**config.mk**
```make
export PLATFORM = sky130hd
export DESIGN_NAME = seg7_scan_mux_flat
export DESIGN_NICKNAME = d
export VERILOG_FILES = /design/src/rtl/seg7_scan_mux_if.sv /design/src/rtl/seg7_scan_mux.sv /design/src/flat_wrapper.sv
export SDC_FILE = /design/constraint.sdc
export NUM_CORES = 1
export LEC_CHECK = 0
export CAP_MARGIN = 25
export CORE_MARGIN = 10
export CORE_UTILIZATION = 56
export DETAILED_ROUTE_END_ITERATION = 10
export GPL_TIMING_DRIVEN = 1
export PLACE_DENSITY_LB_ADDON = 0.05
export RECOVER_POWER = 25
export REMOVE_ABC_BUFFERS = 1
export SLEW_MARGIN = 15
export SYNTH_ARGS = -nofsm -noshare
export SYNTH_HDL_FRONTEND = slang
export SYNTH_SLANG_ARGS = --single-unit
```
**constraint.sdc**
```tcl
create_clock -name CLK_i -period 2.2 [get_ports CLK_i]
set_clock_uncertainty 0.1 [all_clocks]
set_input_delay 0.22 -clock CLK_i [delete_from_list [all_inputs] [get_ports CLK_i]]
set_output_delay 0.22 -clock CLK_i [all_outputs]
set_load 0.01 [all_outputs]
```
**src/rtl/seg7_scan_mux_if.sv**
```systemverilog
// Decoder-to-scanner bundle: per-segment input buses plus the multiplexed display pins.
// No latency of its own; pure signal grouping.
// No backpressure: LOAD_i is a fire-and-forget strobe, the display pins are free-running.
interface seg7_scan_mux_if;
   logic       EN_i;
   logic       LOAD_i;
   logic [3:0] SEGa_i;
   logic [3:0] SEGb_i;
   logic [3:0] SEGc_i;
   logic [3:0] SEGd_i;
   logic [3:0] SEGe_i;
   logic [3:0] SEGf_i;
   logic [3:0] SEGg_i;
   logic [6:0] SEG_o;
   logic [3:0] DIG_o;
   logic       FRAME_o;

   // Upstream side: drives the decoder buses and control, observes the pins
   modport master (
      output EN_i, LOAD_i, SEGa_i, SEGb_i, SEGc_i, SEGd_i, SEGe_i, SEGf_i, SEGg_i,
      input  SEG_o, DIG_o, FRAME_o
   );

   // Scanner side
   modport slave (
      input  EN_i, LOAD_i, SEGa_i, SEGb_i, SEGc_i, SEGd_i, SEGe_i, SEGf_i, SEGg_i,
      output SEG_o, DIG_o, FRAME_o
   );
endinterface

```
**src/rtl/seg7_scan_mux.sv**
```systemverilog
// 4-digit 7-segment scan multiplexer with tear-free frame-synchronous updates and dead time.
// Display pins are registered: 1-cycle latency from counter/active state; loads apply at the frame boundary.
// No backpressure: loads are always accepted, last load in a frame wins. Optional macro SEG7_LZ_BLANK_EN.
module seg7_scan_mux #(
   parameter int CLK_DIV        = 50000,
   parameter int BLANK_CYC      = 500,
   parameter int SEG_ACTIVE_LOW = 1,
   parameter int DIG_ACTIVE_LOW = 1
) (
   input  logic CLK_i,
   input  logic RSTn_i,
   seg7_scan_mux_if.slave bus
);

   localparam int               CNT_W     = (CLK_DIV > 1) ? $clog2(CLK_DIV) : 1;
   localparam logic [CNT_W-1:0] CNT_LAST  = CNT_W'(CLK_DIV - 1);
   localparam logic [CNT_W-1:0] CNT_BLANK = CNT_W'(BLANK_CYC);
   localparam logic [6:0]       SEG_OFF   = (SEG_ACTIVE_LOW != 0) ? 7'h7F : 7'h00;
   localparam logic [3:0]       DIG_OFF   = (DIG_ACTIVE_LOW != 0) ? 4'hF : 4'h0;

   // Slot phases
   localparam logic [0:0] ST_BLANK = 1'b0;
   localparam logic [0:0] ST_DRIVE = 1'b1;

   logic [CNT_W-1:0] div_cnt;
   logic [1:0]       dig_idx;
   logic [3:0][6:0]  in_pat;
   logic [3:0][6:0]  pending;
   logic [3:0][6:0]  active;
   logic             pend_vld;
   logic [0:0]       slot_st;
   logic             frame_end;
   logic [3:0]       lz_blank;
   logic [6:0]       seg_nxt;
   logic [3:0]       dig_nxt;

   // Regroup the decoder's per-segment buses into one {g..a} pattern per digit
   always_comb begin
      in_pat = '0;
      for (int i = 0; i < 4; i++) begin
         in_pat[i] = {bus.SEGg_i[i], bus.SEGf_i[i], bus.SEGe_i[i], bus.SEGd_i[i],
                      bus.SEGc_i[i], bus.SEGb_i[i], bus.SEGa_i[i]};
      end
   end

   assign slot_st   = (div_cnt < CNT_BLANK) ? ST_BLANK : ST_DRIVE;
   assign frame_end = (dig_idx == 2'd3) && (div_cnt == CNT_LAST);

   // Slot timer and digit pointer; held at the start of digit 0 while scanning is disabled
   always_ff @(posedge CLK_i or negedge RSTn_i) begin
      if (!RSTn_i) begin
         div_cnt <= '0;
         dig_idx <= 2'd0;
      end else if (!bus.EN_i) begin
         div_cnt <= '0;
         dig_idx <= 2'd0;
      end else if (div_cnt == CNT_LAST) begin
         div_cnt <= '0;
         dig_idx <= dig_idx + 2'd1;
      end else begin
         div_cnt <= div_cnt + CNT_W'(1);
      end
   end

   // Double buffer: loads park in pending and are promoted only at the frame boundary so a
   // frame never mixes old and new digits; a load on the boundary cycle itself goes straight in
   always_ff @(posedge CLK_i or negedge RSTn_i) begin
      if (!RSTn_i) begin
         pending  <= '0;
         active   <= '0;
         pend_vld <= 1'b0;
      end else if (!bus.EN_i) begin
         if (bus.LOAD_i) begin
            active   <= in_pat;
            pend_vld <= 1'b0;
         end
      end else if (frame_end) begin
         if (bus.LOAD_i) begin
            active <= in_pat;
         end else if (pend_vld) begin
            active <= pending;
         end
         pend_vld <= 1'b0;
      end else if (bus.LOAD_i) begin
         pending  <= in_pat;
         pend_vld <= 1'b1;
      end
   end

`ifdef SEG7_LZ_BLANK_EN
   localparam logic [6:0] GLYPH_ZERO = 7'b0111111;

   // Leading-zero suppression: a "0" hides when everything above it is "0" or unlit; digit 0 always shows
   always_comb begin
      logic upper_clear;
      lz_blank    = 4'b0000;
      upper_clear = 1'b1;
      for (int i = 3; i >= 1; i--) begin
         lz_blank[i] = upper_clear && (active[i] == GLYPH_ZERO);
         upper_clear = upper_clear && ((active[i] == GLYPH_ZERO) || (active[i] == 7'h00));
      end
   end
`else
   assign lz_blank = 4'b0000;
`endif

   // Next pin values: dark during dead time or when disabled, otherwise the selected digit only
   always_comb begin
      seg_nxt = SEG_OFF;
      dig_nxt = DIG_OFF;
      if (bus.EN_i && (slot_st == ST_DRIVE) && !lz_blank[dig_idx]) begin
         seg_nxt = (SEG_ACTIVE_LOW != 0) ? ~active[dig_idx] : active[dig_idx];
         dig_nxt = (DIG_ACTIVE_LOW != 0) ? ~(4'b0001 << dig_idx) : (4'b0001 << dig_idx);
      end
   end

   // Registered pins; async reset blanks the display immediately so no digit is left half-lit
   always_ff @(posedge CLK_i or negedge RSTn_i) begin
      if (!RSTn_i) begin
         bus.SEG_o   <= SEG_OFF;
         bus.DIG_o   <= DIG_OFF;
         bus.FRAME_o <= 1'b0;
      end else begin
         bus.SEG_o   <= seg_nxt;
         bus.DIG_o   <= dig_nxt;
         bus.FRAME_o <= bus.EN_i && frame_end;
      end
   end

endmodule

```
**src/flat_wrapper.sv**
```systemverilog
// flat-port wrapper written by rule: the top's interface ports become plain ports
module seg7_scan_mux_flat 
#(
   parameter int CLK_DIV        = 50000,
   parameter int BLANK_CYC      = 500,
   parameter int SEG_ACTIVE_LOW = 1,
   parameter int DIG_ACTIVE_LOW = 1
)
  (CLK_i, RSTn_i, bus_EN_i, bus_LOAD_i, bus_SEGa_i, bus_SEGb_i, bus_SEGc_i, bus_SEGd_i, bus_SEGe_i, bus_SEGf_i, bus_SEGg_i, bus_SEG_o, bus_DIG_o, bus_FRAME_o);
  seg7_scan_mux_if bus_i ();
  input  logic CLK_i;
  input  logic RSTn_i;
  input wire logic [$bits(bus_i.EN_i)-1:0] bus_EN_i;
  input wire logic [$bits(bus_i.LOAD_i)-1:0] bus_LOAD_i;
  input wire logic [$bits(bus_i.SEGa_i)-1:0] bus_SEGa_i;
  input wire logic [$bits(bus_i.SEGb_i)-1:0] bus_SEGb_i;
  input wire logic [$bits(bus_i.SEGc_i)-1:0] bus_SEGc_i;
  input wire logic [$bits(bus_i.SEGd_i)-1:0] bus_SEGd_i;
  input wire logic [$bits(bus_i.SEGe_i)-1:0] bus_SEGe_i;
  input wire logic [$bits(bus_i.SEGf_i)-1:0] bus_SEGf_i;
  input wire logic [$bits(bus_i.SEGg_i)-1:0] bus_SEGg_i;
  output wire logic [$bits(bus_i.SEG_o)-1:0] bus_SEG_o;
  output wire logic [$bits(bus_i.DIG_o)-1:0] bus_DIG_o;
  output wire logic [$bits(bus_i.FRAME_o)-1:0] bus_FRAME_o;
  assign bus_i.EN_i = bus_EN_i;
  assign bus_i.LOAD_i = bus_LOAD_i;
  assign bus_i.SEGa_i = bus_SEGa_i;
  assign bus_i.SEGb_i = bus_SEGb_i;
  assign bus_i.SEGc_i = bus_SEGc_i;
  assign bus_i.SEGd_i = bus_SEGd_i;
  assign bus_i.SEGe_i = bus_SEGe_i;
  assign bus_i.SEGf_i = bus_SEGf_i;
  assign bus_i.SEGg_i = bus_SEGg_i;
  assign bus_SEG_o = bus_i.SEG_o;
  assign bus_DIG_o = bus_i.DIG_o;
  assign bus_FRAME_o = bus_i.FRAME_o;
  seg7_scan_mux #(.CLK_DIV(CLK_DIV), .BLANK_CYC(BLANK_CYC), .SEG_ACTIVE_LOW(SEG_ACTIVE_LOW), .DIG_ACTIVE_LOW(DIG_ACTIVE_LOW)) u_core (.CLK_i(CLK_i), .RSTn_i(RSTn_i), .bus(bus_i));
endmodule
```
# Word level (Yosys, flattened, before mapping)
# Cells that the tools add are included.
# totals
reg_bits	87
latchBits	0
ram_bits	0
rom_bits	0
inputBits	32
output_inout_bits	12
n_memories	0
# classes
n_addsub	2
n_mul	0
n_div	0
n_lt_le_gt_ge	2
eq_ne	5
n_shift	1
mux	20
bitwise_logic	3
reduce_logical	10
# op_table
operator	count
$mux 28	5
$mux 16	2
$add 16x1->16 const B	1
$eq 16x16->1 const B	1
$lt 16x9->1 const B	1
$bmux 7 s2	1
$mux 7	2
$not 7->7	1
$mux 1	6
$reduce_and 3->1	2
$logic_and 1x1->1	4
$mux 2	2
$mux 4	1
$ne 2x1->1 const B	2
$not 4->4	1
$reduce_bool 2->1	2
$shl 1x2->4 const A	1
$lt 2x3->1 const B	1
$ne 3x2->1 const B	1
$add 2x1->2 const B	1
$bmux 1 s2	1
$eq 2x2->1 const B	1
$reduce_and 2->1	1
$logic_not 1->1	1
$not 1->1	1

# Longest topological paths before layout
# Gate-level depths: netlist (run 1).
# depth
word_depth	5
ltp_mapped	7
depth_no_buf	5

# Least setup slack after synthesis (run 1)
# OpenSTA, ideal clock, no wires.
# synth_path
kind	reg-to-reg
from	register u_core.div_cnt[0]
to	register u_core.pending[10] in the netlist's numbering
setup_ns	0.125
arrival_time_ns	1.732
required_ns	1.975
setup_slack_ns	0.243
stages_incl_launch_ff	7
period_less_slack_ns	1.957
cell_sequence	dfrtp_1 ha_1 and4_1 and4_4 nor2_4 buf_4 mux2_2
# synth_between
elab_chain_cells	4
# synth_rtl
element	line	rtl
start: declaration	seg7_scan_mux.sv:25	logic [CNT_W-1:0] div_cnt;
start signal: assignment	seg7_scan_mux.sv:61	div_cnt <= div_cnt + CNT_W'(1);
$eq 16x16->1	seg7_scan_mux.sv:47	assign frame_end = (dig_idx == 2'd3) && (div_cnt == CNT_LAST);
$logic_and 1x1->1	seg7_scan_mux.sv:47	
$not 1->1 (no line)	n/a	
$reduce_and 3->1 (no line)	n/a	
end signal: assignment	seg7_scan_mux.sv:85	pending <= in_pat;
end: declaration	seg7_scan_mux.sv:28	logic [3:0][6:0] pending;
# No other way between the ends.
# A chain may end at the register's enable or synchronous reset.

# Worst setup path in the final report (run 1)
# layout_path
from	register u_core.div_cnt[4]
to	register u_core.active[15] in the netlist's numbering
# layout_between
elab_chain_cells	4
# layout_rtl
element	line	rtl
$eq 16x16->1 *	seg7_scan_mux.sv:47	
$logic_and 1x1->1 *	seg7_scan_mux.sv:47	
$ne 3x2->1 (no line) / $ne 2x1->1 (equally long branches)	n/a	
$reduce_and 3->1 (no line) *	n/a	
end signal: assignment	seg7_scan_mux.sv:74	active <= in_pat;
end signal: assignment	seg7_scan_mux.sv:79	active <= in_pat;
end signal: assignment	seg7_scan_mux.sv:81	active <= pending;
end: declaration	seg7_scan_mux.sv:29	logic [3:0][6:0] active;
# Mark *: on every way between the ends. The rest lies on a longest branch, timed or not.

==> impl_metrics.yaml, run 1 <==
power_and_ir_drop:
  powerDensity_nw_per_um2: 711
  p_leak_nw: 2.03
  vdd_drop_max_mv: 0.547
synth:
  synth-xor-area-share: 0.0326
  synth.avg_cell_area_um2: 14.0
  yosys.area_share.simple: 0.0879
  synth_top_family_by_area: "multiplexers"
  synthMuxAreaShare: 0.283
  ys_seq_area_frac: 0.544
  async_flop_share: 1.00
  synth-seq-cells: 87
  syn_inst: 288
  synthAdderAreaFrac: 0.0155
  yosysWarningCount: 0
  synth-edff-count: 0
  synth_compound_area_frac: 0.00839
  synth-main-ff-cell: "dfrtp_1"
  syn_area_um2: 4030
  post_synth_num_cell_types: 35
clock_tree:
  cts_sinks: 87
  htreeDepth: 3
  cts.path.max_buffers: 2
  path_clk_slew_ns: 0.08
  cts-root-buf: "clkbuf_8"
  worstSkewPairLatency_ns: 0.36
  cts_buffers: 9
  tritoncts: "yes"
  postCtsSetupRepairBufs: 0
final_layout:
  area_growth_pct: 20.3
  final_common_cell: "dfrtp_1"
  final_cell_mix: "dfrtp_1, mux2_2, clkdlybuf4s50_1, nor2_1, nand2_1"
  drive_gt1_frac: 0.354
  n_fill_cell: 498
  final_cell_count_no_fill: 443
  diodes: 0
  nets: 379
  finish.utilization: 0.701
place:
  dp_cells: 426
  place_congestion: 0.829
  dpl_worst_slack_ns: 0.136
  dp_hpwl_mm: 5.07
  portBuffers: 43
setup_path:
  critPathLaunchType: "flop"
  critPathMaxFanout: 9
  worst-endpoint-arrival_ns: 2.21
  rr_startpoint: "u_core.div_cnt[4]"
  crit_path_start: "u_core.div_cnt[4]"
  cp.required_ns: 2.34
  crit_path_end: "u_core.active[15]"
  r2r_slack_ns: 0.13
  r2r-end: "u_core.active[15]"
  reg2reg_depth: 5
  critical_path_class: "reg -> reg"
  cp-end-kind: "flop"
timing:
  relSlewSlack: 0.304
  setup_slack_ns: 0.129
  fin_crit_sh: 0.942
  worst_pin_slew_ns: 1.04
  fmax_mhz: 483
  setup_viol: 0
  maxSlewViolCount: 0
  finalHoldWorstSlack_ns: 0.377
  rsz0062_at_grt: "false"
  hold_viol_final: 0
  fin_crit_ns: 2.07
route:
  drt_iter0_markers: 64
  wl_mm: 7.46
  top_layer: "met4"
  met2_length_mm: 3.49
  first_pass_iters: 4
  met1Wirelength_mm: 3.52
  vias: 2397
  viasPerCell: 5.41
  drc: 0
  ant_nets: 0
  wl_met3_um: 338
  post_drt_wl_per_cell_um: 16.8
die:
  core_um2: 6910
  dieArea_um2: 11000
  die_h_um: 105
  start_util: 0.583
  die_w_um: 105
  pin_count: 44
  row_count: 30
global_routing:
  antenna_found_initial: 0
  grt_remaining_overflow: 0
  grt_pass1_vias: 2566
  grt_max_degree: 42
  grt_pass1_wl_mm: 12.9
  track_usage: 0.144
status:
  status: "complete, no violations"
min_path:
  hold_class: "in -> reg"
run:
  drv_cap: 0
[cells by family after synthesis]
family          after synthesis
compound gates                5
flops                        87
fa+ha+maj                     5
mux                          92
buf+inv                      20
xor+xnor                     15
simple gates                 64
[stage by stage]
| step | setup TNS, ns | power (mW) | area (um^2) |
|---|---|---|---|
| floorplan | -12.81 | 2.19 | 3930 |
| global placement | 0 | 2.36 | 4640 |
| detailed placement | 0 | 2.38 | 4640 |
| CTS | 0 | 3.47 | 4840 |
| global route | 0 | 3.61 | 4840 |
| finish | 0 | 3.44 | 4840 |
[report_power, final]
part           switching, mW  internal, mW  total [mW]
sequential            0.0924          1.79        1.88
clock                  0.573         0.521        1.09
combinational          0.163         0.306       0.469
[synth_stat cells, drive strengths merged (2+ instances only)]
library cell,count,share of area
a21oi,2,0.0025
and2,2,0.0031
and3,3,0.0047
and4,7,0.016
buf,9,0.018
clkbuf,7,0.0065
dfrtp,76,0.47
dfstp,11,0.072
ha,5,0.016
inv,4,0.0037
mux2,84,0.24
mux4,7,0.039
nand2,16,0.015
nand2b,2,0.0031
nand3,4,0.0050
nand4,7,0.011
nor2,18,0.019
nor4b,2,0.0059
xnor2,5,0.011
xor2,10,0.022
[sequential cells by signal, summed over array words and instances, names as in the netlist]
signal and cells:
u_core.pending 28, u_core.dig_idx 2, u_core.pend_vld 1, u_core.bus.DIG_o 4, u_core.bus.SEG_o 7, u_core.bus.FRAME_o 1
u_core.active 28, u_core.div_cnt 16
[what timing repair did]
action	CTS	global route
resized for setup	0	1
setup endpoints to repair	0	8
hold endpoints to repair	34	0
hold buffers	1	0
[how the worst min path moves through the flow]
stage                             start                 end  slack, ns  depth (start not counted)
after floorplan                  RSTn_i    u_core.active[0]      -0.18                          0
after global placement           RSTn_i  u_core.div_cnt[15]       0.14                          1
after detailed placement         RSTn_i  u_core.div_cnt[10]       0.14                          1
after CTS                        RSTn_i  u_core.div_cnt[10]       0.29                          2
after global routing      bus_SEGb_i[0]   u_core.pending[1]       0.38                          2
final                     bus_SEGg_i[3]  u_core.pending[27]       0.38                          2
[worst max-delay path, stage by stage (launching register included)]
cell and delay [ns]:
dfrtp_1 0.48, nor4b_4 0.30, and4_4 0.29, o21ba_1 0.21, buf_4 0.22, mux2_2 0.35
[final cells by class]
class	count	area [um^2]	share of cell area
clock buffer	10	128	0.0263
clock inverter	6	61.3	0.0127
inverter	4	15.0	0.00310
multi-input combinational	181	1730	0.357
sequential	87	2190	0.452
tap	96	120	0.0248
timing repair buffer	59	598	0.123
[metal layers]
metal / track usage / vias to the layer above
li1: - / 1126
met2: 0.218 / 45
met5: 0 / -
met3: 0.0448 / 11
met1: 0.191 / 1215
met4: 0.0500 / 0
Note: power is estimated with default switching activity, not from simulation.
==> run 2, diff against run 1 <==
- CORE_UTILIZATION: 56 -> 30
==> impl_metrics.yaml, run 2 (same netlist as run 1, synthesis figures left out) <==
status:
  status: "complete, no violations"
die:
  row_count: 42
  dieArea_um2: 18500
  core_um2: 13200
  die_h_um: 136
  pin_count: 44
  die_w_um: 136
  start_util: 0.305
setup_path:
  cp_num_buf_inv: 1
  worst-path-stages: 5
  critPathLaunchType: "flop"
  cp-end-kind: "flop"
  critPathMaxFanout: 28
  r2r_slack_ns: 0.13
  path_cells: "nor4b_2 -> and4_4 -> o21ba_1 -> buf_12 -> mux2_2"
  cp.required_ns: 2.32
  worst-endpoint-arrival_ns: 2.18
  slowest_stage: "dfrtp_1"
  cp_top_family: "simple AND/OR/NAND/NOR gates"
  critical_path_class: "reg -> reg"
  reg2reg_depth: 5
  slowest_delay_ns: 0.44
place:
  portBuffers: 43
  dpl_worst_slack_ns: 0.128
  dpl_cell_area_um2: 4770
  place_congestion: 0.758
  dp_hpwl_mm: 5.69
final_layout:
  nets: 382
  final_common_cell: "dfrtp_1"
  area_growth_pct: 26.0
  diodes: 0
  top_regs: "u_core.active: 28 flops, u_core.pending: 28 flops, u_core.div_cnt: 16 flops"
  drive_gt1_frac: 0.354
  final_area_um2: 5070
  final_cell_mix: "dfrtp_1, mux2_2, clkdlybuf4s50_1, nor2_1, nand2_1"
power_and_ir_drop:
  vdd_drop_max_mv: 0.293
  powerDensity_nw_per_um2: 762
  p_leak_nw: 2.10
route:
  drc: 0
  vias: 2397
  drt_iter0_markers: 99
  viasPerCell: 4.56
  ant_nets: 0
  first_pass_iters: 4
  post_drt_wl_per_cell_um: 16.3
  wl_mm: 8.59
timing:
  worst_pin_slew_ns: 0.913
  rsz0062_at_grt: "false"
  setup_slack_ns: 0.135
  maxSlewViolCount: 0
  fmax_mhz: 484
  relSlewSlack: 0.391
  finalHoldWorstSlack_ns: 0.382
  fin_crit_sh: 0.939
  hold_viol_final: 0
  fin_crit_ns: 2.07
  fin_tns_setup_ns: 0
  setup_viol: 0
global_routing:
  grt_pass1_vias: 2637
  track_usage: 0.102
  grt_remaining_overflow: 0
  grt_max_degree: 54
  grt_pass1_wl_mm: 14.6
  antenna_found_initial: 0
min_path:
  hold_depth: 1
  hold_class: "reg -> reg"
clock_tree:
  cts_buffers: 9
  cts-root-buf: "clkbuf_16"
  cts.path.max_buffers: 2
  path_clk_slew_ns: 0.06
  worstSkewPairLatency_ns: 0.33
  cts_sinks: 87
  tritoncts: "yes"
  htreeDepth: 3
run:
  drv_cap: 0
run 2: routing by layer:
metal  vias to the layer above  global-route usage  share of wire
li1                       1139                   -              -
met3                        10              0.0236          0.037
met1                      1213               0.134           0.47
met5                         -                   0              0
met4                         0              0.0462          0.017
met2                        35               0.155           0.47
run 2: worst paths after layout:
kind                                    from             endpoint
max                        u_core.div_cnt[7]    u_core.active[16]
min                        u_core.div_cnt[0]    u_core.div_cnt[0]
max in group asynchronous             RSTn_i  u_core.bus.SEG_o[2]
max reg2reg                u_core.div_cnt[7]    u_core.active[16]
min reg2reg                u_core.div_cnt[0]    u_core.div_cnt[0]
min in group asynchronous             RSTn_i   u_core.pending[27]
run 2: area by class of cell:
cell class | instances | area (um^2)
Clock buffer | 13 | 250
Clock inverter | 3 | 42.5
Fill cell | 1280 | 8120
Inverter | 4 | 15.0
Multi-Input combinational cell | 181 | 1720
Sequential cell | 87 | 2190
Tap cell | 176 | 220
Timing Repair Buffer | 62 | 633
run 2: worst register-to-register path, cell delays in order, from the launching register on:
cell,delay [ns]
dfrtp_1,0.44
nor4b_2,0.35
and4_4,0.30
o21ba_1,0.17
buf_12,0.22
mux2_2,0.38
run 2: what timing repair did:
item                                    4_1_cts  5_1_grt
endpoints found under the hold margin        30        0
endpoints found under the setup margin        0        0
buffers inserted                              0        0
hold buffers                                  1        0
gates resized for setup                       0        0
run 2: metrics by stage:
step,std cells,total power [mW],util
after floorplan,272,2.19,-
after global placement,509,2.38,0.362
after detailed placement,509,2.39,0.362
after CTS,526,3.95,0.385
after global routing,526,4.07,0.385
final,526,3.87,0.385
run 2: power breakdown:
part	leakage [nW]	internal [mW]	switching [mW]
Sequential	1.05	1.79	0.0895
Clock	0.140	0.911	0.608
Combinational	0.907	0.308	0.162
Total	2.10	3.01	0.859
